===== config.mk =====
export PLATFORM = sky130hd
export DESIGN_NAME = onehot_dec_seq_flat
export DESIGN_NICKNAME = d
export VERILOG_FILES = /design/src/rtl/onehot_pkg.sv /design/src/rtl/onehot_dec_seq_if.sv /design/src/rtl/onehot_dec.sv /design/src/rtl/onehot_dec_seq.sv /design/src/flat_wrapper.sv
export SDC_FILE = /design/constraint.sdc
export NUM_CORES = 1
export LEC_CHECK = 0
export CORE_MARGIN = 2
export CORE_UTILIZATION = 45
export CTS_CLUSTER_DIAMETER = 30
export CTS_CLUSTER_SIZE = 8
export DETAILED_ROUTE_END_ITERATION = 10
export GPL_ROUTABILITY_DRIVEN = 0
export PLACE_DENSITY = 0.75
export SLEW_MARGIN = 10
export SYNTH_ARGS = -nofsm -noshare
export SYNTH_HDL_FRONTEND = slang
export SYNTH_SLANG_ARGS = --single-unit
export TNS_END_PERCENT = 50

===== constraint.sdc =====
create_clock -name clk -period 1.9 [get_ports clk]
set_input_delay 0.38 -clock clk [delete_from_list [all_inputs] [get_ports clk]]
set_output_delay 0.38 -clock clk [all_outputs]
set_load 0.01 [all_outputs]

===== src/rtl/onehot_pkg.sv =====
// Purpose: shared mode encodings for the registered one-hot decoder/scanner.
// Latency: n/a (types and constants only).
// Backpressure: n/a.
package onehot_pkg;

  typedef logic [1:0] mode_t;

  localparam mode_t MODE_DECODE = 2'b00;
  localparam mode_t MODE_SCAN   = 2'b01;
  localparam mode_t MODE_CLEAR  = 2'b10;
  localparam mode_t MODE_HOLD   = 2'b11;

endpackage


===== src/rtl/onehot_dec_seq_if.sv =====
// Purpose: control, input and output handshake bundle of onehot_dec_seq.
// Ports: mode, in_valid/in_ready/src_num (input side), out_valid/out_ready/res_num/res_idx,
//        wrap/err pulses (output side). master = producer/consumer side, slave = the block.
interface onehot_dec_seq_if #(
  parameter int OUT_W = 8
);
  import onehot_pkg::*;

  localparam int IN_W = $clog2(OUT_W);

  mode_t            mode;
  logic             in_valid;
  logic             in_ready;
  logic [IN_W-1:0]  src_num;
  logic             out_valid;
  logic             out_ready;
  logic [OUT_W-1:0] res_num;
  logic [IN_W-1:0]  res_idx;
  logic             wrap;
  logic             err;

  modport master (
    output mode, in_valid, src_num, out_ready,
    input  in_ready, out_valid, res_num, res_idx, wrap, err
  );

  modport slave (
    input  mode, in_valid, src_num, out_ready,
    output in_ready, out_valid, res_num, res_idx, wrap, err
  );

endinterface


===== src/rtl/onehot_dec.sv =====
// Purpose: combinational binary-to-one-hot decoder, OUT_W outputs, with range flag.
// Ports: idx (binary in), onehot (OUT_W bits, all-zero when idx >= OUT_W), in_range.
// Latency: 0 cycles. Backpressure: none.
module onehot_dec #(
  parameter int OUT_W = 8,
  localparam int IN_W = $clog2(OUT_W)
) (
  input  logic [IN_W-1:0]  idx,
  output logic [OUT_W-1:0] onehot,
  output logic             in_range
);

  always_comb begin
    onehot = '0;
    for (int i = 0; i < OUT_W; i++) begin
      if (idx == IN_W'(i)) begin
        onehot[i] = 1'b1;
      end
    end
  end

  // An index past the top bit decodes to all-zero, so the OR doubles as the
  // range check and stays clean for power-of-two widths.
  assign in_range = |onehot;

endmodule


===== src/rtl/onehot_dec_seq.sv =====
// Purpose: registered one-hot select driver: decode src_num, or round-robin scan, with clear/hold.
// Ports: clk, rst_n (async active-low), bus (slave modport: mode, in/out handshakes, res_num/res_idx, wrap/err).
// Latency: 1 cycle in->out; stalls hold the output stable; CLEAR drops a pending output.
module onehot_dec_seq
  import onehot_pkg::*;
#(
  parameter int OUT_W = 8
) (
  input  logic          clk,
  input  logic          rst_n,
  onehot_dec_seq_if.slave bus
);

  localparam int IN_W = $clog2(OUT_W);

  logic [OUT_W-1:0] cur_num, next_num, dec_onehot, rot_num;
  logic [IN_W-1:0]  cur_idx, next_idx, dec_idx;
  logic             cur_vld, next_vld;
  logic             cur_wrap, next_wrap;
  logic             cur_err, next_err;
  logic             dec_in_range;
  logic             in_rdy, accept, take_out;

  assign in_rdy   = rst_n && (bus.mode == MODE_DECODE) && (!cur_vld || bus.out_ready);
  assign accept   = bus.in_valid && in_rdy;
  assign take_out = cur_vld && bus.out_ready;
  assign rot_num  = {cur_num[OUT_W-2:0], cur_num[OUT_W-1]};

  // One decoder serves both paths: in SCAN it checks/reloads the held index,
  // otherwise it decodes the incoming src_num.
  assign dec_idx = (bus.mode == MODE_SCAN) ? cur_idx : bus.src_num;

  onehot_dec #(.OUT_W(OUT_W)) u_dec (
    .idx      (dec_idx),
    .onehot   (dec_onehot),
    .in_range (dec_in_range)
  );

  always_comb begin
    next_num  = cur_num;
    next_idx  = cur_idx;
    next_vld  = cur_vld;
    next_wrap = 1'b0;
    next_err  = 1'b0;
    case (bus.mode)
      MODE_DECODE: begin
        if (accept) begin
          next_num = dec_onehot;
          next_idx = bus.src_num;
          next_vld = 1'b1;
          next_err = !dec_in_range;
        end else if (take_out) begin
          next_vld = 1'b0;
        end
      end
      MODE_SCAN: begin
        if (!cur_vld || take_out) begin
          next_vld = 1'b1;
          // An index left over from an out-of-range decode restarts the sweep at 0.
          if (!dec_in_range) begin
            next_idx = '0;
            next_num = OUT_W'(1);
          end else if (!cur_vld) begin
            next_num = dec_onehot;
          end else if (cur_idx == IN_W'(OUT_W - 1)) begin
            next_idx  = '0;
            next_num  = rot_num;
            next_wrap = 1'b1;
          end else begin
            next_idx = cur_idx + IN_W'(1);
            next_num = rot_num;
          end
        end
      end
      MODE_CLEAR: begin
        next_num = '0;
        next_idx = '0;
        next_vld = 1'b0;
      end
      default: ;
    endcase
  end

  always_ff @(posedge clk or negedge rst_n) begin
    if (!rst_n) begin
      cur_num  <= '0;
      cur_idx  <= '0;
      cur_vld  <= 1'b0;
      cur_wrap <= 1'b0;
      cur_err  <= 1'b0;
    end else begin
      cur_num  <= next_num;
      cur_idx  <= next_idx;
      cur_vld  <= next_vld;
      cur_wrap <= next_wrap;
      cur_err  <= next_err;
    end
  end

  assign bus.in_ready  = in_rdy;
  assign bus.out_valid = cur_vld;
  assign bus.res_num   = cur_num;
  assign bus.res_idx   = cur_idx;
  assign bus.wrap      = cur_wrap;
  assign bus.err       = cur_err;

endmodule


===== src/flat_wrapper.sv =====
// flat-port wrapper written by rule: the top's interface ports become plain ports
module onehot_dec_seq_flat import onehot_pkg::*;
#(
  parameter int OUT_W = 8
)
  (clk, rst_n, bus_mode, bus_in_valid, bus_src_num, bus_out_ready, bus_in_ready, bus_out_valid, bus_res_num, bus_res_idx, bus_wrap, bus_err);
  onehot_dec_seq_if #(.OUT_W(OUT_W)) bus_i ();
  input  logic clk;
  input  logic rst_n;
  input wire logic [$bits(bus_i.mode)-1:0] bus_mode;
  input wire logic [$bits(bus_i.in_valid)-1:0] bus_in_valid;
  input wire logic [$bits(bus_i.src_num)-1:0] bus_src_num;
  input wire logic [$bits(bus_i.out_ready)-1:0] bus_out_ready;
  output wire logic [$bits(bus_i.in_ready)-1:0] bus_in_ready;
  output wire logic [$bits(bus_i.out_valid)-1:0] bus_out_valid;
  output wire logic [$bits(bus_i.res_num)-1:0] bus_res_num;
  output wire logic [$bits(bus_i.res_idx)-1:0] bus_res_idx;
  output wire logic [$bits(bus_i.wrap)-1:0] bus_wrap;
  output wire logic [$bits(bus_i.err)-1:0] bus_err;
  assign bus_i.mode = bus_mode;
  assign bus_i.in_valid = bus_in_valid;
  assign bus_i.src_num = bus_src_num;
  assign bus_i.out_ready = bus_out_ready;
  assign bus_in_ready = bus_i.in_ready;
  assign bus_out_valid = bus_i.out_valid;
  assign bus_res_num = bus_i.res_num;
  assign bus_res_idx = bus_i.res_idx;
  assign bus_wrap = bus_i.wrap;
  assign bus_err = bus_i.err;
  onehot_dec_seq #(.OUT_W(OUT_W)) u_core (.clk(clk), .rst_n(rst_n), .bus(bus_i));
endmodule

=== Word-level counts from Yosys, hierarchy flattened ===
Index checks and enable logic that the tools add are counted.

* Bits in registers: 14
* Input bits: 9
* Output and inout port bits: 15
* Logic and storage cells: 66

* Add/subtract/negate cells: 1
* Equality and inequality tests: 14
* Muxes and demuxes: 31
* Reduce and logical (&&, ||, !) cells: 15

{| class="wikitable"
|+ Operator list
! cell !! number
|-
| two-way mux 8 bit || 4
|-
| one-hot mux 8 bit (3 select lines) || 1
|-
| two-way mux 1 bit || 18
|-
| two-way mux 3 bit || 6
|-
| equality test 3 bit (second input constant) || 5
|-
| one-hot mux 3 bit (3 select lines) || 1
|-
| OR reduction 8 bit || 1
|-
| equality test 3 x 2 -> 1 bit (second input constant) || 2
|-
| AND reduction 3 bit || 2
|-
| logical AND 1 bit || 4
|-
| AND reduction 4 bit || 1
|-
| adder 3 x 1 -> 3 bit (second input constant) || 1
|-
| equality test 3 x 1 -> 1 bit (second input constant) || 1
|-
| zero test 3 bit || 1
|-
| != test 3 x 1 -> 1 bit (second input constant) || 1
|-
| != test 3 x 2 -> 1 bit (second input constant) || 1
|-
| one-hot mux 1 bit (3 select lines) || 1
|-
| nonzero test 3 bit || 1
|-
| equality test 2 x 1 -> 1 bit (second input constant) || 1
|-
| equality test 2 bit (second input constant) || 1
|-
| zero test 1 bit || 2
|-
| zero test 2 bit || 1
|-
| logical OR 1 bit || 2
|-
| != test 2 x 1 -> 1 bit (second input constant) || 1
|-
| != test 2 bit (second input constant) || 1
|}

=== Longest topological paths before layout ===
* Word-level depth: 8
* Depth in mapped cells: 7
* Mapped depth without buffers: 6

=== Hierarchy ===
A second synthesis with hierarchy kept.

* Cell total of the unflattened synthesis: 97
* Area total of the unflattened synthesis: 949.7 um2

{| class="wikitable"
|+ By module, submodules not included
! module !! instances !! cells each !! area an instance (um2) !! sequential area each (um2)
|-
| onehot_dec_seq || 1 || 87 || 873.3 || 350.3
|-
| onehot_dec || 1 || 10 || 76.3 || 0.0
|}

=== Worst setup path after synthesis ===
No wires, ideal clock.

* Kind: input to register
* From: input bus_mode[1]
* To: register u_core.cur_num[4] (netlist: u_core.bus.res_num[4])
* Setup time: 125 ps
* Arrival time: 1460 ps
* Data required time: 1775 ps
* Path slack: 315 ps
* Cell stages on the path: 7
* Buffers on the path: 1
* Path through: inv_1 > ha_1 > buf_4 > nand2_1 > a31oi_1 > o21ai_0 > mux2_2

* Cells in the longest elaborated chain, start to end: 8
* Elaborated cells on any way between the ends: 33
* Those cells by class: eq/ne: 11; mux: 14; reduce/logical: 8

{| class="wikitable"
|+ Ends and longest elaborated chain
! element !! line !! source
|-
| from (decl) || flat_wrapper.sv:10 || <nowiki>input wire logic [$bits(bus_i.mode)-1:0] bus_mode;</nowiki>
|-
| equality test 2 x 1 -> 1 bit || onehot_dec_seq.sv:31, onehot_dec_seq.sv:45 ||
|-
| two-way mux 3 bit || onehot_dec_seq.sv:31 || <nowiki>assign dec_idx = (bus.mode == MODE_SCAN) ? cur_idx : bus.src_num;</nowiki>
|-
| equality test 3 x 1 -> 1 bit (tied with other cells) || onehot_dec.sv:16 || <nowiki>if (idx == IN_W'(i)) begin</nowiki>
|-
| two-way mux 1 bit || onehot_dec.sv:16 ||
|-
| OR reduction 8 bit / two-way mux 8 bit (equally long branches) || onehot_dec.sv:24, onehot_dec_seq.sv:63 ||
|-
| two-way mux 8 bit || onehot_dec_seq.sv:60 || <nowiki>if (!dec_in_range) begin</nowiki>
|-
| two-way mux 8 bit || onehot_dec_seq.sv:57 || <nowiki>if (!cur_vld || take_out) begin</nowiki>
|-
| one-hot mux 8 bit (3 select lines) || onehot_dec_seq.sv:45 || <nowiki>case (bus.mode)</nowiki>
|-
| to (signal assigned) || onehot_dec_seq.sv:92 || <nowiki>cur_num <= next_num;</nowiki>
|-
| to (decl) || onehot_dec_seq.sv:16 || <nowiki>logic [OUT_W-1:0] cur_num, next_num, dec_onehot, rot_num;</nowiki>
|}

Several ways; a longest one is shown, not always the timed one. The select of a mux whose other input is x is not followed.
A chain may end at the register's enable or synchronous reset.

=== Final worst setup path ===
Ends and elaborated chain as after synthesis.

==> impl_results.rst <==
.. list-table::
   :header-rows: 1

   * - Metric
     - Value
   * - Result of the run
     - finished, final reports clean
   * - Combined area of all synthesized cells
     - 918 µm²
   * - Critical Path Sink Type
     - register
   * - Detailed Route Iter0 Violations
     - 17
   * - Fraction of the yosys area taken by sequential cells
     - 38.1%
   * - RSZ-0062 raised after global routing
     - false
   * - Clock buffers created by TritonCTS
     - 3
   * - Post-Route Utilization
     - 66.4%
   * - Total leakage power
     - 0.580 nW
   * - Largest net degree at the start of global routing
     - 15
   * - Pwr Density
     - 667 nW/µm²
   * - Slew Limit Fails
     - 0
   * - Placed insts
     - 149
   * - Slack of the worst reg-to-reg path
     - 0.42 ns
   * - Net count after synthesis
     - 108
   * - Clock skew
     - 0.00610 ns
   * - Synthesis-stage register bit count
     - 14
   * - Count of standard-cell rows
     - 16
   * - Syn Area/Cell
     - 9.77 µm²
   * - Remaining global-route overflow
     - 0
   * - Clock root buffer master
     - clkbuf_4
   * - Worst Slack Setup Final
     - 0.0820 ns
   * - Number of standard cells in the layout, taps in and fillers out
     - 154
   * - Avg WL per Cell
     - 13.0 µm
   * - Final Cycle Share
     - 95.7%
   * - Required time at the worst-slack endpoint
     - 2.07 ns
   * - Setup crit start kind
     - primary input
   * - Die span in y
     - 49.2 µm
   * - Start of the worst register-to-register path
     - u_core.bus.res_idx[1]
   * - IR drop worst, VDD
     - 0.538 mV
   * - Die Area
     - 2420 µm²
   * - Distinct cell type count after synthesis
     - 27
   * - First-pass GRT wire length
     - 3490 µm
   * - Nets
     - 143
   * - Worst endpoint data arrival time
     - 1.99 ns
   * - CTS clk-pin slew, worst paths
     - 0.08 ns
   * - Worst skew pair latency
     - 0.28 ns
   * - Number of diodes
     - 0
   * - Post-detailed-placement half-perimeter wirelength
     - 1560 µm
   * - Fraction of layout instances using a drive strength above 1
     - 31.5%
   * - Hold-fix buffer count after cts
     - 0
   * - Class of the tightest hold or removal check
     - in2async
   * - TritonCTS clock tree
     - yes
   * - Clock buffer depth
     - 2
   * - Final setup violation count
     - 0
   * - Die width
     - 49.2 µm
   * - Number of antenna violations at the first check in global routing
     - 0
   * - Worst Hold Margin
     - 0.494 ns
   * - Port Buffer Count
     - 23
   * - Area share of the leading cell type in the synthesized netlist
     - 38.1%
   * - Length of the first detailed-routing pass in iterations
     - 4
   * - Vias in the first global route
     - 844
   * - YS warnings
     - 0
   * - Overall via count from detail_route
     - 803
   * - Final critical-path required period
     - 1.82 ns
   * - Peak fanout along the critical path
     - 10
   * - Dpl ws
     - -0.347 ns
   * - Number of max-capacitance violations reported
     - 0
   * - Io pins
     - 24
   * - Core area
     - 1940 µm²
   * - Number of cells on the worst reg-to-reg path
     - 5
   * - Global-route usage over all layers
     - 18.8%
   * - Antenna-violating nets left
     - 0
   * - Capture point of the worst reg-to-reg path
     - u_core.bus.res_idx[0]
   * - Total power
     - 0.000859 W
   * - Max Clk Rate
     - 0.550 GHz
   * - Cell count after synthesis
     - 94
   * - Synth-to-layout area growth
     - 40.3%
   * - Classification of the worst setup path
     - in2reg
   * - Routed vias/inst
     - 5.21
   * - Sink Count
     - 14
   * - Leading cell types by total area after synthesis
     - dfrtp_1, mux2_2, ha_1
   * - H-tree lvl count
     - 1
   * - Final WL
     - 2000 µm
   * - Cell type contributing the most total cell area after synthesis
     - dfrtp_1
   * - Starting density of the core
     - 47.3%
   * - Drt drc
     - 0
   * - Hold Vio Cnt, Final
     - 0
## metrics by stage
stage,TNS (ns),area [µm²]
2_1_floorplan,0,918
3_3_place_gp,-3.30,1220
5_1_grt,0,1290
4_1_cts,0,1250
3_5_place_dp,-3.86,1220
6_report,0,1290
## cells in the mapped netlist, drive strengths merged
| master | instances |
|---|---|
| and3 | 1 |
| clkbuf | 1 |
| inv | 6 |
| o21ai | 11 |
| dfrtp | 14 |
| or2b | 1 |
| a31oi | 1 |
| nand2 | 16 |
| and2b | 2 |
| a2bb2oi | 5 |
| mux2 | 12 |
| conb | 1 |
| nor2b | 1 |
| nor3b | 1 |
| nor2 | 5 |
| nor3 | 1 |
| buf | 2 |
| ha | 5 |
| a22o | 1 |
| nand3 | 3 |
| a21oi | 4 |
## how the worst max path moves through the flow
| stage | depth (start not counted) | end | start | slack (ns) |
|---|---|---|---|---|
| global route | 7 | u_core.bus.res_num[4] | bus_mode[1] | 0.01 |
| finish | 7 | u_core.bus.res_num[4] | bus_mode[1] | 0.08 |
| detailed placement | 6 | u_core.bus.res_num[7] | bus_mode[0] | -0.35 |
| CTS | 6 | bus_in_ready | bus_mode[1] | 0.003 |
| floorplan | 7 | u_core.bus.res_num[4] | bus_mode[1] | 0.32 |
| global placement | 7 | u_core.bus.res_num[4] | bus_mode[0] | -0.30 |
## placed cells by master, fill, tap and decap left out, types with 2 or more instances in the layout
| cell | count |
|---|---|
| nand3_1 | 2 |
| inv_1 | 5 |
| ha_4 | 2 |
| dfrtp_1 | 14 |
| and2b_4 | 2 |
| ha_1 | 3 |
| o21ai_0 | 10 |
| mux2_2 | 12 |
| a21oi_1 | 2 |
| clkbuf_4 | 3 |
| a2bb2oi_1 | 4 |
| nor2_1 | 5 |
| nand2_1 | 15 |
| clkdlybuf4s50_1 | 21 |
| buf_4 | 10 |
## cell type report
| class | instances | area (µm²) |
|---|---|---|
| Fill cell | 172 | 653 |
| Multi-Input combinational cell | 71 | 561 |
| Sequential cell | 14 | 350 |
| Timing Repair Buffer | 33 | 299 |
| Tap cell | 27 | 33.8 |
| Clock buffer | 3 | 22.5 |
| Inverter | 6 | 22.5 |
## critical path, cell delays in order
cell and delay (ns):
clkdlybuf4s50_1 0.49, inv_2 0.07, ha_4 0.19, or2b_1 0.22
a2bb2oi_1 0.25, o21ai_0 0.13, mux2_2 0.26
## sequential cells by signal, summed over array words and instances (netlist names)
register / cells
u_core.bus.res_num: 8
u_core.bus.res_idx: 3
u_core.bus.err: 1
u_core.bus.out_valid: 1
u_core.bus.wrap: 1
## kinds of logic after synthesis
group           share of synthesized area (%)
simple gates                             17.3
compound gates                           17.6
flops                                    38.1
mux                                      14.7
buf+inv                                  5.04
fa+ha+maj                                6.81
other cells                             0.408
## timing repair
item                                    CTS  global route
endpoints found under the setup margin    9            12
resized for setup                         6             6
buffers inserted                          0             2
pin swaps                                 0             1
## per-layer routing
layer  GRT usage [%]  routed length, µm  vias to the layer above
li1                -                  -                      390
met1            21.5                854                      377
met2            34.7               1000                       30
met3            4.60                123                        6
met4            4.29                 21                        0
met5               0                  0                        -
## power by group
part	internal [W]	leakage, nW	switching [W]
logic	0.000188	0.380	0.000142
registers	0.000332	0.186	0.0000363
clock network	0.0000736	0.0138	0.0000874
total	0.000593	0.580	0.000266
Note: power is estimated with default switching activity, not from simulation.
==> variant: new RTL, same settings <==
`OUT_W` is set to 8 in 4 places; all go to 4.
--- a/src/rtl/onehot_dec_seq_if.sv
+++ b/src/rtl/onehot_dec_seq_if.sv
@@ -3,5 +3,5 @@
 //        wrap/err pulses (output side). master = producer/consumer side, slave = the block.
 interface onehot_dec_seq_if #(
-  parameter int OUT_W = 8
+  parameter int OUT_W = 4
 );
   import onehot_pkg::*;
--- a/src/rtl/onehot_dec.sv
+++ b/src/rtl/onehot_dec.sv
@@ -3,5 +3,5 @@
 // Latency: 0 cycles. Backpressure: none.
 module onehot_dec #(
-  parameter int OUT_W = 8,
+  parameter int OUT_W = 4,
   localparam int IN_W = $clog2(OUT_W)
 ) (
--- a/src/rtl/onehot_dec_seq.sv
+++ b/src/rtl/onehot_dec_seq.sv
@@ -5,5 +5,5 @@
   import onehot_pkg::*;
 #(
-  parameter int OUT_W = 8
+  parameter int OUT_W = 4
 ) (
   input  logic          clk,
--- a/src/flat_wrapper.sv
+++ b/src/flat_wrapper.sv
@@ -2,5 +2,5 @@
 module onehot_dec_seq_flat import onehot_pkg::*;
 #(
-  parameter int OUT_W = 8
+  parameter int OUT_W = 4
 )
   (clk, rst_n, bus_mode, bus_in_valid, bus_src_num, bus_out_ready, bus_in_ready, bus_out_valid, bus_res_num, bus_res_idx, bus_wrap, bus_err);
Ports: changed (resized bus_res_idx, bus_res_num and bus_src_num); port bits go from 24 to 18. The function was not compared with the original's and may differ.
==> variant against the original RTL <==
  * Sequential cell count shrank 5
  * Wire length fell by 28%
  * Global-route usage is 2.0 points higher
  * Count of clock-buffer cells in the layout grew 1
  * Die area decreased by 31%
  * Total power shrank 26%
  * Utilization up 4.9 points
  * Final area down 29%
  * Area after synthesis decreased by 33%
  * First-iteration DRC count increased by 5.9%
  * Worst setup slack gained 0.038 ns
  * Sequential power is 33% lower
==> variant: results (changes against the original RTL) <==
| Metric | Value |
|---|---|
| Post-Syn Instances | `61 (-35%)` |
| Via count | `594 (-26%)` |
| I/O Buffers | `17 (-26%)` |
| Filler instances | `99 (-42%)` |
| Total routed wirelength | `1.45 mm (-28%)` |
| Register Area | `225 um2 (-36%)` |
| Setup WS pre-CTS | `-0.228 ns (+0.119 ns)` |
| Worst-path clk slew | `0.06 ns (-0.02 ns)` |
| Compound-Gate Fraction of Synth Area | `19.3% (+1.7 points)` |
| CP arrival | `1.40 ns (-0.59 ns)` |
| Largest net degree at the start of global routing | `11 (-4)` |
| Distinct cells, synth | `26 (-3.7%)` |
| Vias in the first global route | `547 (-35%)` |
| Met3 usage | `4.89% (+0.29 points)` |
| Status | `completed` |
| Largest stage delay, worst path | `0.43 ns (-0.06 ns)` |
| Nets | `105 (-27%)` |
| Drt via density | `5.55 (+6.5%)` |
| Minimum clock period | `1.78 ns (-0.0379 ns)` |
| Post-DP HPWL | `1.13 mm (-28%)` |
| Gr usage total | `20.8% (+2.0 points)` |
| R2R Path End | `u_core.bus.res_num[3]` |
| Reg-to-Reg Start | `u_core.bus.out_valid` |
| DP Cell Count | `103 (-31%)` |
| Crit path max fanout | `2 (-8)` |
| Largest register FFs | `4 (-4)` |
| Peak supply drop | `0.460 mV (-15%)` |
| Post-synthesis mux area share | `13.2% (-1.5 points)` |
| Seq/Total Area, Yosys | `36.6% (-1.6 points)` |
| Routing usage on met2 | `32.8% (-1.9 points)` |
| CTS resizes | `1 (-5)` |
| Latest clock arrival within the worst-skew pair | `0.26 ns (-0.02 ns)` |
| Drt first-iter violations | `18 (+1)` |
| Syn nets | `73 (-32%)` |
| LEAKAGE | `0.426 nW (-27%)` |
[variant: changes by cell type in the layout (fill, tap and decap cells not counted), sizes merged, moves of 2 or more]
cell / before / now
nand2: 16 / 3
mux2: 12 / 5
o21ai: 11 / 5
a2bb2oi: 5 / 0
clkdlybuf4s50: 21 / 16
dfrtp: 14 / 9
a32oi: 0 / 4
nand3: 3 / 0
o31ai: 0 / 3
and2: 0 / 2
buf: 10 / 12
inv: 6 / 4
nor2b: 1 / 3
[variant: layout make-up]
class / instances / share of cell area, %
Timing Repair Buffer: 29 / 27.9
Tap cell: 15 / 2.05
Inverter: 4 / 1.64
Sequential cell: 9 / 24.6
Multi-Input combinational cell: 46 / 41.0
Clock buffer: 4 / 2.87
[variant: how the worst max path moves through the flow]
| stage | start | to | cells past startpoint |
|---|---|---|---|
| 2_1_floorplan | bus_mode[0] | u_core.bus.res_num[0] | 7 |
| 3_3_place_gp | bus_mode[1] | bus_in_ready | 6 |
| 3_5_place_dp | bus_mode[1] | u_core.bus.res_idx[0] | 7 |
| 4_1_cts | bus_mode[1] | bus_in_ready | 6 |
| 5_1_grt | bus_mode[1] | bus_in_ready | 6 |
| 6_report | bus_mode[1] | bus_in_ready | 6 |
[variant: kinds of logic (layout without fill, tap and decap cells)]
logic type,count (synthesis),after routing
AOI/OAI and AO/OA,18,18
other,1,1
and+or+nand+nor,17,17
adders and majority gates,4,4
muxes,6,6
DFF,9,9
buffers and inverters,6,37
[variant: layer usage]
metal	up-vias	part of all wire, %
met1	276	41
li1	286	-
met2	26	50
met4	0	2.4
met5	-	0
met3	6	6.4
[variant: power breakdown]
part / internal (W) / total [W] / switching, W
Combinational: 0.000145 / 0.000245 / 0.000100
Clock: 0.0000808 / 0.000146 / 0.0000648
Sequential: 0.000219 / 0.000245 / 0.0000263
